$ cat src/rtl/uart_pkg.sv
// Shared UART defaults and the receive FIFO entry layout.
// Each FIFO entry is packed as {err, data}.
package uart_pkg;

  localparam int UART_DATA_WIDTH    = 8;
  localparam int RX_FIFO_DEPTH_LOG2 = 4;
  localparam int ENTRY_WIDTH        = UART_DATA_WIDTH + 1;

  function automatic int entry_width(input int dw);
    return dw + 1;
  endfunction

endpackage

$ cat src/rtl/rx_fifo_mem.sv
// Receive FIFO storage: register array, one write port,
// one read port with a registered, enable-gated output.
module rx_fifo_mem
  import uart_pkg::*;
#(
  parameter int AW = RX_FIFO_DEPTH_LOG2,
  parameter int EW = ENTRY_WIDTH
) (
  input  logic          clk,
  input  logic          rst_n,
  input  logic          we_i,
  input  logic [AW-1:0] waddr_i,
  input  logic [EW-1:0] wdata_i,
  input  logic          re_i,
  input  logic [AW-1:0] raddr_i,
  output logic [EW-1:0] rdata_o
);

  logic [EW-1:0] mem_q [2**AW];
  logic [EW-1:0] rdata_q;

  always_ff @(posedge clk) begin
    if (we_i) begin
      mem_q[waddr_i] <= wdata_i;
    end
  end

  always_ff @(posedge clk or negedge rst_n) begin
    if (!rst_n) begin
      rdata_q <= '0;
    end else if (re_i) begin
      rdata_q <= mem_q[raddr_i];
    end
  end

  assign rdata_o = rdata_q;

endmodule

$ cat src/rtl/rx_byte_fifo.sv
// UART receive byte FIFO with registered valid/ready read port.
// Define RX_FIFO_DROP_BAD_EN to discard frames with a parity error.
module rx_byte_fifo
  import uart_pkg::*;
#(
  parameter int DATA_WIDTH = UART_DATA_WIDTH,
  parameter int DEPTH_LOG2 = RX_FIFO_DEPTH_LOG2
) (
  input  logic                  clk,
  input  logic                  reset,
  input  logic [DATA_WIDTH-1:0] received_data,
  input  logic                  data_is_valid,
  input  logic                  rx_error,
  output logic                  rd_valid,
  input  logic                  rd_ready,
  output logic [DATA_WIDTH-1:0] rd_data,
  output logic                  rd_err,
  output logic [DEPTH_LOG2:0]   level,
  output logic                  overflow,
  input  logic                  clr_overflow
);

  localparam int EW = entry_width(DATA_WIDTH);
  localparam int PW = DEPTH_LOG2 + 1;

`ifdef RX_FIFO_DROP_BAD_EN
  localparam logic KEEP_ERR = 1'b0;
`else
  localparam logic KEEP_ERR = 1'b1;
`endif

  logic          dv_q;
  logic [PW-1:0] wr_ptr_q, wr_ptr_d;
  logic [PW-1:0] rd_ptr_q, rd_ptr_d;
  logic [PW-1:0] level_q, level_d;
  logic          rd_valid_q, rd_valid_d;
  logic          ovf_q, ovf_d;

  logic          wr_evt;
  logic          frame_ok;
  logic          full;
  logic          rd_fire;
  logic          wr_en;
  logic          ovf_set;
  logic          mem_re;
  logic [EW-1:0] mem_wdata;
  logic [EW-1:0] mem_rdata;

  assign wr_evt   = data_is_valid & ~dv_q;
  assign frame_ok = KEEP_ERR | ~rx_error;
  assign full     = (wr_ptr_q[DEPTH_LOG2-1:0] == rd_ptr_q[DEPTH_LOG2-1:0])
                  & (wr_ptr_q[DEPTH_LOG2] != rd_ptr_q[DEPTH_LOG2]);
  assign rd_fire  = rd_valid_q & rd_ready;
  assign wr_en    = wr_evt & frame_ok & (~full | rd_fire);
  assign ovf_set  = wr_evt & frame_ok & full & ~rd_fire;

  // Output register only reloads when it is empty or being consumed.
  assign mem_re    = ~rd_valid_q | rd_ready;
  assign mem_wdata = {rx_error & KEEP_ERR, received_data};

  always_comb begin
    wr_ptr_d = wr_ptr_q + PW'(wr_en);
    rd_ptr_d = rd_ptr_q + PW'(rd_fire);
    level_d  = wr_ptr_d - rd_ptr_d;
    // Only entries written before this edge are readable at the output.
    rd_valid_d = (wr_ptr_q != rd_ptr_d);
    ovf_d = ovf_q;
    if (clr_overflow) begin
      ovf_d = 1'b0;
    end
    if (ovf_set) begin
      ovf_d = 1'b1;
    end
  end

  always_ff @(posedge clk or negedge reset) begin
    if (!reset) begin
      dv_q       <= 1'b0;
      wr_ptr_q   <= '0;
      rd_ptr_q   <= '0;
      level_q    <= '0;
      rd_valid_q <= 1'b0;
      ovf_q      <= 1'b0;
    end else begin
      dv_q       <= data_is_valid;
      wr_ptr_q   <= wr_ptr_d;
      rd_ptr_q   <= rd_ptr_d;
      level_q    <= level_d;
      rd_valid_q <= rd_valid_d;
      ovf_q      <= ovf_d;
    end
  end

  rx_fifo_mem #(
    .AW (DEPTH_LOG2),
    .EW (EW)
  ) u_mem (
    .clk     (clk),
    .rst_n   (reset),
    .we_i    (wr_en),
    .waddr_i (wr_ptr_q[DEPTH_LOG2-1:0]),
    .wdata_i (mem_wdata),
    .re_i    (mem_re),
    .raddr_i (rd_ptr_d[DEPTH_LOG2-1:0]),
    .rdata_o (mem_rdata)
  );

  assign rd_valid = rd_valid_q;
  assign rd_data  = mem_rdata[DATA_WIDTH-1:0];
  assign rd_err   = mem_rdata[DATA_WIDTH] & KEEP_ERR;
  assign level    = level_q;
  assign overflow = ovf_q;

endmodule

$ cat config.mk
export PLATFORM = sky130hd
export DESIGN_NAME = rx_byte_fifo
export DESIGN_NICKNAME = d
export VERILOG_FILES = /design/src/rtl/uart_pkg.sv /design/src/rtl/rx_fifo_mem.sv /design/src/rtl/rx_byte_fifo.sv
export SDC_FILE = /design/constraint.sdc
export NUM_CORES = 1
export LEC_CHECK = 0
export ABC_AREA = 1
export ABC_CLOCK_PERIOD_IN_PS = 5680
export BUFFER_PORTS_ARGS = -buffer_cell sky130_fd_sc_hd__buf_4
export CAP_MARGIN = 5
export CORE_ASPECT_RATIO = 0.75
export CORE_MARGIN = 10
export CORE_UTILIZATION = 40
export CTS_CLUSTER_DIAMETER = 40
export DETAILED_ROUTE_END_ITERATION = 6
export GPL_TIMING_DRIVEN = 1
export PLACE_DENSITY = 0.66
export SYNTH_ARGS = -nofsm -noshare
export SYNTH_HDL_FRONTEND = slang
export SYNTH_HIERARCHICAL = 1
export SYNTH_SLANG_ARGS = --single-unit
export TNS_END_PERCENT = 50
$ cat constraint.sdc
create_clock -name clk -period 5.68 [get_ports clk]
set_input_delay 0.852 -clock clk [delete_from_list [all_inputs] [get_ports clk]]
set_output_delay 0.852 -clock clk [all_outputs]
set_load 0.01 [all_outputs]
==> impl_metrics.csv, run 1 <==
group,metric,value,unit
synthesis,yosysSeqAreaShare,69.13,%
global_route,grt_pass1_vias,4642,
power_and_ir_drop,comb_power_share,41.2,%
global_route,gr-usage-met2,21.97,%
placed_design,place.gp.congestion,0.8246,
clock_tree,cts_resized,0,
synthesis,synth_cell_types,23,
synthesis,yosys_warnings,6,
detailed_routing,avgViaCountPerCell,5.211,
detailed_routing,routed_wl,17170,um
floorplan,core,17710,um^2
critical_path,cp-start-kind,"input pin",
synthesis,synthTopCellsByCount,"nand2_1 (256), edfxtp_1 (144), nand3_1 (119)",
critical_path,crit_fanout,20,
critical_path,r2r_start,"rd_valid",
synthesis,yosys.cell_count.top_type,"nand2_1",
clock_tree,clockRootBuffer,"clkbuf_16",
sta,period_minus_slack,3.101,ns
synthesis,syn_area,7232,um^2
clock_tree,clock_sinks,171,
power_and_ir_drop,power.switching,1.990,mW
floorplan,io_pins,30,
min_path,hold_class,"input pin to asynchronous set/reset pin",
sta,fin_tns_setup,0,ns
floorplan,dieArea,23910,um^2
placed_design,port_buffers,29,
sta,fmax,322.5,MHz
detailed_routing,wl_per_cell,18.29,um
sta,rsz0062_at_grt,"no",
synthesis,synth.top_cell.area_share,59.79,%
clock_tree,clk_pin_slew,0.06,ns
finish,synthToLayoutAreaGrowth,14.00,%
finish,final_cells,939,
placed_design,dp.cells,907,
job,max-cap-violations,0,
clock_tree,cts_inserted_buffers,17,
critical_path,worstSetupStartpoint,"rd_ready",
synthesis,mappedNetlistNets,685,
global_route,grt_use_met1,19.83,%
synthesis,yosys-top-cells-area,"edfxtp_1 (60%), nand2_1 (13%), dfrtp_1 (9.3%)",
critical_path,r2r_slack,2.70,ns
clock_tree,ctsHoldBuffers,0,
clock_tree,cts_buffer_depth,2,
finish,drive_gt1_share,10.19,%
global_route,grt_overflow,0,
synthesis,syn_inst,662,
power_and_ir_drop,clockPowerShare,25.4,%
global_route,grtUsageTotal,14.72,%
global_route,antenna_found_initial,0,
synthesis,ys_async_sr_fraction,15.79,%
detailed_routing,vias,4893,
clock_tree,clk_latency,0.43,ns
finish,antenna_cells,0,
sta,slew_headroom,23.48,%
global_route,grt_util_met3,5.017,%
global_route,grt_pass1_wl,26770,um
sta,worst_slew_pin_slew,1.144,ns
floorplan,fp-row-count,42,
sta,finalHoldViolations,0,
finish,num-nets-final,707,
floorplan,start_util,40.84,%
power_and_ir_drop,power_density,595.1,nW/um^2
detailed_routing,drc,0,
critical_path,crit_arrival,3.41,ns
synthesis,avgSynthCellArea,10.92,um^2
power_and_ir_drop,internal_power,2.916,mW
synthesis,synthFlopType,"edfxtp_1",
floorplan,die_y,136.4,um
sta,fin_crit_sh,54.60,%
placed_design,post-dp-hpwl,10350,um
synthesis,ys_seq_elements,171,
sta,skew,0.01112,ns
clock_tree,cts_tree,"done",
power_and_ir_drop,power_frac_seq,33.4,%
critical_path,crit_path_end,"u_mem/rdata_o[1]",
critical_path,worst_r2r_path_depth,15,
sta,drv_slew,0,
detailed_routing,ant_nets,0,
global_route,top_usage_layer,"met2",
detailed_routing,dr.first_iter.drc_count,555,
synthesis,yosysTopAreaCell,"edfxtp_1",
floorplan,die_w,175.3,um
synthesis,synth-edff-count,144,
global_route,grt_start_max_net_pins,73,
outcome,status,"finished clean",
clock_tree,post-cts-setup-buffers,0,
power_and_ir_drop,vdd_ir_drop_max,0.2722,mV
sta,setup_viol,0,
critical_path,worstReg2RegEnd,"u_mem/rdata_o[1]",
critical_path,crit_type,"input pin to register",
clock_tree,h-tree-depth,4,
detailed_routing,drt_pass1_iterations,5,
critical_path,cp-end-kind,"register",
power_and_ir_drop,leakage,3.304,nW
critical_path,cp.required,5.99,ns
power_and_ir_drop,p_sw_share,40.56,%
-- cell usage in the layout, fill, tap and decap left out, types with 3 or more instances in the layout --
| master | n |
|---|---|
| nand2_1 | 256 |
| edfxtp_1 | 144 |
| nand3_1 | 119 |
| buf_4 | 31 |
| inv_1 | 27 |
| dfrtp_1 | 27 |
| nor2_1 | 26 |
| clkbuf_16 | 22 |
| xor2_1 | 7 |
| ha_1 | 7 |
| nand4_1 | 4 |
| clkinv_2 | 4 |
| nand2_2 | 3 |
| clkbuf_8 | 3 |
-- flip-flops by register name, indices dropped and copies added (netlist names) --
register,count
u_mem/mem_q,144
u_mem/rdata_o,9
rd_ptr_q,5
dv_q,1
level,5
wr_ptr_q,5
rd_valid,1
overflow,1
-- through the flow --
stage,hold WS (ns),power (mW),utilization [%],area (um^2),setup WS [ns]
2_1_floorplan,0.4989,3.151,-,7232,2.986
3_3_place_gp,0.4683,3.628,42.84,7587,2.222
3_5_place_dp,0.4711,3.661,42.84,7587,2.198
4_1_cts,0.3606,4.905,46.55,8244,2.635
5_1_grt,0.3757,5.254,46.55,8244,2.416
6_report,0.3512,4.906,46.55,8244,2.579
-- routing by layer --
metal	wire, um	part of all wire (%)
met1	7636	44
met2	7594	44
met3	1734	10
met4	209	1.2
met5	0	0
-- power by group through the flow --
| stage | combinational [mW] | sequential [mW] | clock (mW) |
|---|---|---|---|
| final | 2.02 | 1.64 | 1.24 |
| after global routing | 2.28 | 1.65 | 1.32 |
| after CTS | 2.01 | 1.64 | 1.26 |
| after detailed placement | 2.00 | 1.66 | 0 |
| after global placement | 1.97 | 1.66 | 0 |
| after floorplan | 1.51 | 1.64 | 0 |
-- final cells by class --
| type | count | area (um^2) |
|---|---|---|
| Sequential cell | 171 | 5000 |
| Clock inverter | 7 | 65.06 |
| Inverter | 32 | 127.6 |
| Clock buffer | 25 | 591.8 |
| Multi-Input combinational cell | 431 | 1924 |
| Tap cell | 242 | 302.8 |
| Fill cell | 1623 | 9465 |
| Timing Repair Buffer | 31 | 232.7 |
-- cell families after synthesis --
family	share of synthesized area, %
compound gates	0.3807
xor+xnor	0.9689
fa+ha+maj	1.661
buf+inv	4.291
flops	69.14
simple gates	23.56
-- worst min path at each step --
stage | from | end | slack [ns] | depth (start not counted)
5_1_grt | reset | u_mem/rdata_o[6] | 0.38 | 1
3_5_place_dp | u_mem/rdata_o[6] | u_mem/rdata_o[6] | 0.47 | 2
6_report | reset | u_mem/rdata_o[6] | 0.35 | 1
3_3_place_gp | overflow | overflow | 0.47 | 2
4_1_cts | reset | u_mem/rdata_o[1] | 0.36 | 1
2_1_floorplan | dv_q | overflow | 0.50 | 3
-- worst max-delay path: stages --
cell and delay, ns:
buf_4 0.09, nand2_1 0.06, inv_1 0.06, ha_2 0.17, ha_1 0.25, inv_1 0.06
nand2_1 0.10, nand2_2 0.09, inv_1 0.65, inv_2 0.39, nand3_1 0.19, nand2_1 0.08
nand2_1 0.07, nand2_1 0.08, nand2_1 0.15, nand2_1 0.07
(Power assumes the default switching activity.)
==> run 2: changes to the inputs <==
--- a/config.mk
+++ b/config.mk
@@ -6,7 +6,7 @@
 export NUM_CORES = 1
 export LEC_CHECK = 0
 export ABC_AREA = 1
-export ABC_CLOCK_PERIOD_IN_PS = 5680
+export ABC_CLOCK_PERIOD_IN_PS = 3150
 export BUFFER_PORTS_ARGS = -buffer_cell sky130_fd_sc_hd__buf_4
 export CAP_MARGIN = 5
 export CORE_ASPECT_RATIO = 0.75
==> constraint.sdc (replaced) <==
create_clock -name clk -period 3.15 [get_ports clk]
set_input_delay 0.4725 -clock clk [delete_from_list [all_inputs] [get_ports clk]]
set_output_delay 0.4725 -clock clk [all_outputs]
set_load 0.01 [all_outputs]
==> run 2 against run 1 <==
Net effect: critical path depth is 1 lower; register-to-register slack lost 2.2 ns; sequential cell count unchanged; wire length fell by 3.8%; global-route usage shrank 0.50 points; hold slack lost 0.20 ns; clock power rose by 72%; non-clock buffer count rose by 23; first-iteration DRC count decreased by 25%; largest cell class unchanged.
==> impl_metrics.csv, run 2 (synthesis gave the netlist of run 1 again) <==
group,metric,value,unit
clock_tree,clock_sinks,171,
sta,drv_slew,0,
placed_design,post-dp-hpwl,10100,um
finish,num-nets-final,730,
finish,synthToLayoutAreaGrowth,15.62,%
sta,fin_ws,0.5498,ns
critical_path,crit_family,"adder cells",
finish,final_cell_mix,"nand2_1 (256), edfxtp_1 (144), nand3_1 (119), buf_4 (53)",
clock_tree,clk_pin_slew,0.07,ns
sta,rsz0062_at_grt,"no",
global_route,grtUsageTotal,14.22,%
critical_path,crit_type,"register to register",
critical_path,path_buf_inv,3,
sta,worst_slew_pin_slew,0.5942,ns
clock_tree,clockRootBuffer,"clkbuf_16",
finish,regMostFlops,"u_mem/mem_q",
placed_design,dp_slack,0.5538,ns
clock_tree,cts_inserted_buffers,17,
sta,finalHoldViolations,0,
finish,drive_gt1_share,12.78,%
finish,antenna_cells,0,
sta,fin_crit_sh,82.55,%
critical_path,path_cells,"o21ai_0, nor2_1, nand3_1, nand2_1, inv_1, ha_1, inv_1, ha_1, inv_1, fa_1, a21oi_1, nor2_1, nor2_1, nand3_1, nand2_1",
critical_path,cp-end-kind,"register",
sta,fin_tns_setup,0,ns
detailed_routing,drc,0,
placed_design,place.gp.congestion,0.8212,
sta,skew,0.01162,ns
detailed_routing,ant_nets,0,
critical_path,critPathSlowestCell,"dfrtp_1",
clock_tree,clk_latency,0.43,ns
detailed_routing,wl_per_cell,17.18,um
critical_path,crit_fanout,11,
sta,fmax,384.6,MHz
sta,slew_headroom,60.24,%
global_route,grt_pass1_vias,4533,
finish,design_area,8362,um^2
outcome,status,"finished clean",
floorplan,fp-row-count,42,
floorplan,die_y,136.4,um
clock_tree,cts_resized,0,
detailed_routing,avgViaCountPerCell,4.940,
job,max-cap-violations,0,
critical_path,slowest_delay,0.55,ns
clock_tree,cts_tree,"done",
finish,largest_register_ffs,144,
global_route,antenna_found_initial,0,
global_route,grt_overflow,0,
finish,final_common_cell,"nand2_1",
power_and_ir_drop,power_density,1058,nW/um^2
power_and_ir_drop,power,8.847,mW
finish,fill_cells,1586,
critical_path,cp.required,3.52,ns
sta,setup_viol,0,
clock_tree,cts_buffer_depth,2,
floorplan,dieArea,23910,um^2
placed_design,port_buffers,29,
power_and_ir_drop,vdd_ir_drop_max,0.9189,mV
detailed_routing,drt_pass1_iterations,5,
critical_path,r2r_slack,0.55,ns
min_path,hold_class,"input pin to register",
sta,fin_hold_ws,0.1510,ns
detailed_routing,dr.first_iter.drc_count,414,
floorplan,core,17710,um^2
critical_path,cp-start-kind,"register",
floorplan,die_w,175.3,um
placed_design,placed_area,7752,um^2
global_route,grt_pass1_wl,25760,um
clock_tree,h-tree-depth,4,
global_route,grt_start_max_net_pins,73,
critical_path,crit_arrival,2.97,ns
floorplan,io_pins,30,
floorplan,start_util,40.84,%
detailed_routing,vias,4752,
sta,period_minus_slack,2.600,ns
power_and_ir_drop,leakage,3.377,nW
detailed_routing,routed_wl,16520,um
run 2: cell count changes in the layout (fill, tap and decap cells not counted), moves of 2 or more:
cell,before,now
inv_6,1,3
clkinvlp_4,0,4
clkbuf_16,22,17
buf_4,31,53
clkbuf_8,3,0
bufinv_16,1,3
run 2: timing repair:
action | 4_1_cts | 5_1_grt
hold endpoints to repair | 27 | 0
hold buffers | 1 | 0
setup buffers | 0 | 0
run 2: area by class of cell:
type	count	area, um^2	area share, %
Clock buffer	17	425.4	5.088
Clock inverter	15	173.9	2.080
Inverter	32	127.6	1.526
Multi-Input combinational cell	431	1924	23.01
Sequential cell	171	5000	59.79
Tap cell	242	302.8	3.621
Timing Repair Buffer	54	407.9	4.878
run 2: per-layer routing:
layer,up-vias,GRT usage (%),wire (um)
li1,2326,-,-
met1,2266,19.87,7982
met2,149,21.22,7335
met3,11,3.603,1046
met4,0,4.603,158
met5,-,0,0
run 2: metrics by stage:
stage | util [%] | cells
6_report | 47.22 | 962
5_1_grt | 47.22 | 962
4_1_cts | 47.22 | 962
3_5_place_dp | 43.78 | 929
3_3_place_gp | 43.78 | 929
2_1_floorplan | - | 662
run 2: path summary, 6_finish.rpt:
kind	end	cells after the start	startpoint
worst min register to register	overflow	2	overflow
worst max register to register	level[4]	15	wr_ptr_q[2]
min in group asynchronous	rd_valid	2	reset
worst max-delay path	level[4]	15	wr_ptr_q[2]
worst min-delay path	dv_q	1	data_is_valid
max in group asynchronous	wr_ptr_q[0]	2	reset
run 2: report_power, final:
part / switching [mW] / internal, mW / total, mW
Clock: 0.883 / 1.25 / 2.13
Sequential: 0.182 / 2.73 / 2.92
Combinational: 2.59 / 1.21 / 3.80
==> run 3: changes to the inputs <==
--- a/config.mk
+++ b/config.mk
@@ -6,7 +6,7 @@
 export NUM_CORES = 1
 export LEC_CHECK = 0
 export ABC_AREA = 1
-export ABC_CLOCK_PERIOD_IN_PS = 3150
+export ABC_CLOCK_PERIOD_IN_PS = 2600
 export BUFFER_PORTS_ARGS = -buffer_cell sky130_fd_sc_hd__buf_4
 export CAP_MARGIN = 5
 export CORE_ASPECT_RATIO = 0.75
==> constraint.sdc (replaced) <==
create_clock -name clk -period 2.6 [get_ports clk]
set_input_delay 0.39 -clock clk [delete_from_list [all_inputs] [get_ports clk]]
set_output_delay 0.39 -clock clk [all_outputs]
set_load 0.01 [all_outputs]
==> run 3 against run 2 <==
Net effect: die area stayed put; register-to-register slack worse by 0.35 ns; global-route usage rose by 0.51 points; critical endpoint unchanged; largest cell class unchanged.
==> impl_metrics.csv, run 3 (synthesis gave the netlist of run 1 again) <==
group,metric,value,unit
power_and_ir_drop,power,11.00,mW
finish,synthToLayoutAreaGrowth,17.53,%
floorplan,start_util,40.84,%
clock_tree,clk_latency,0.43,ns
detailed_routing,avgViaCountPerCell,5.086,
critical_path,slowest_delay,0.43,ns
finish,regMostFlops,"u_mem/mem_q",
finish,largest_register_ffs,144,
critical_path,crit_fanout,5,
critical_path,path_cells,"nand2_1, o21ai_0, nor2_1, nand3_1, nand2_1, inv_1, ha_1, inv_1, ha_1, inv_1, fa_2, a21oi_2, nor2_1, nor2_1, nand3_1, nand2_1",
floorplan,core,17710,um^2
sta,fin_crit_sh,92.15,%
power_and_ir_drop,clockPowerShare,23.5,%
global_route,grt_pass1_wl,27230,um
critical_path,worstSetupStartpoint,"wr_ptr_q[2]",
global_route,grt_pass1_vias,4764,
outcome,status,"finished clean",
sta,finalHoldViolations,0,
global_route,grt_start_max_net_pins,73,
placed_design,port_buffers,29,
sta,drv_slew,0,
clock_tree,clock_sinks,171,
clock_tree,clk_pin_slew,0.06,ns
clock_tree,clockRootBuffer,"clkbuf_16",
critical_path,crit_arrival,2.76,ns
critical_path,critPathSlowestCell,"dfrtp_1",
power_and_ir_drop,p_sw_share,41.21,%
detailed_routing,ant_nets,0,
finish,antenna_cells,0,
global_route,grt_overflow,0,
clock_tree,cts_inserted_buffers,17,
sta,rsz0062_at_grt,"no",
detailed_routing,routed_wl,17070,um
finish,num-nets-final,743,
sta,skew,0.009765,ns
detailed_routing,vias,4959,
power_and_ir_drop,vdd_ir_drop_max,0.7292,mV
min_path,hold_class,"input pin to register",
critical_path,cp-end-kind,"register",
finish,final_common_cell,"nand2_1",
sta,fmax,417.4,MHz
placed_design,place.gp.congestion,0.8258,
placed_design,post-dp-hpwl,10990,um
floorplan,io_pins,30,
critical_path,crit_type,"register to register",
clock_tree,h-tree-depth,4,
critical_path,cp-start-kind,"register",
global_route,grtUsageTotal,14.73,%
floorplan,dieArea,23910,um^2
finish,drive_gt1_share,14.87,%
critical_path,r2r_start,"wr_ptr_q[2]",
power_and_ir_drop,power_frac_seq,31.8,%
power_and_ir_drop,power.switching,4.532,mW
critical_path,crit_family,"adder cells",
critical_path,cp.required,2.97,ns
power_and_ir_drop,leakage,3.447,nW
sta,period_minus_slack,2.396,ns
detailed_routing,dr.first_iter.drc_count,522,
detailed_routing,drc,0,
floorplan,fp-row-count,42,
sta,slew_headroom,61.64,%
power_and_ir_drop,comb_power_share,44.8,%
floorplan,die_w,175.3,um
power_and_ir_drop,internal_power,6.464,mW
floorplan,die_y,136.4,um
min_path,hp-start,"data_is_valid",
detailed_routing,drt_pass1_iterations,5,
global_route,antenna_found_initial,0,
sta,worst_slew_pin_slew,0.5754,ns
clock_tree,cts_tree,"done",
job,max-cap-violations,0,
clock_tree,cts_buffer_depth,2,
finish,final_cell_mix,"nand2_1 (256), edfxtp_1 (144), nand3_1 (119), buf_4 (65), inv_1 (27)",
power_and_ir_drop,power_density,1294,nW/um^2
sta,setup_viol,0,
sta,fin_tns_setup,0,ns
critical_path,path_buf_inv,3,
detailed_routing,wl_per_cell,17.51,um
[run 3: cell types whose count changed in the layout (fill, tap and decap cells not counted), sizes merged]
cell      before  now
clkinv         8    7
clkbuf        17   19
clkinvlp       4    3
buf           53   66
[run 3: metal layers]
metal	GRT usage [%]	vias to the layer above	routed length, um
met1	21.56	2435	8437
li1	-	2355	-
met3	3.742	11	1010
met4	3.429	0	105
met2	21.35	158	7520
met5	0	-	0
[run 3: worst paths after layout]
kind                       depth (start not counted)  slack [ns]          endpoint
min reg2reg                                        2        0.49  u_mem/rdata_o[0]
max in group asynchronous                          2        1.89       rd_ptr_q[3]
max reg2reg                                       16        0.20          level[4]
min in group asynchronous                          2        0.42          overflow
max                                               16        0.20          level[4]
min                                                1        0.08              dv_q
[run 3: repair_timing]
action,CTS,global route
hold endpoints to repair,27,0
setup buffers,0,0
gates resized for setup,0,5
hold buffers,1,0
endpoints found under the setup margin,0,1
[run 3: per-stage QoR]
step	hold slack, ns	utilization, %	std cells	setup WS (ns)	area, um^2
floorplan	0.09441	-	662	0.2157	7232
global placement	0.3337	44.40	942	0.1398	7863
detailed placement	0.3367	44.40	942	0.09945	7863
CTS	0.06531	47.84	975	0.1000	8472
global route	0.06350	47.99	975	0.001124	8499
finish	0.08284	47.99	975	0.2041	8499
[run 3: power by group through the flow]
stage               logic, mW  clock network, mW  registers, mW
floorplan                3.30                  0           3.58
global placement         4.76                  0           3.54
detailed placement       4.81                  0           3.54
CTS                      4.84               2.62           3.49
global route             5.52               2.73           3.52
finish                   4.92               2.58           3.49
[run 3: area by class of cell]
class,instances,area [um^2]
Fill cell,1564,9210
Sequential cell,171,5001
Multi-Input combinational cell,431,1951
Timing Repair Buffer,67,518.0
Clock buffer,19,432.9
Tap cell,242,302.8
Clock inverter,13,166.4
Inverter,32,127.6
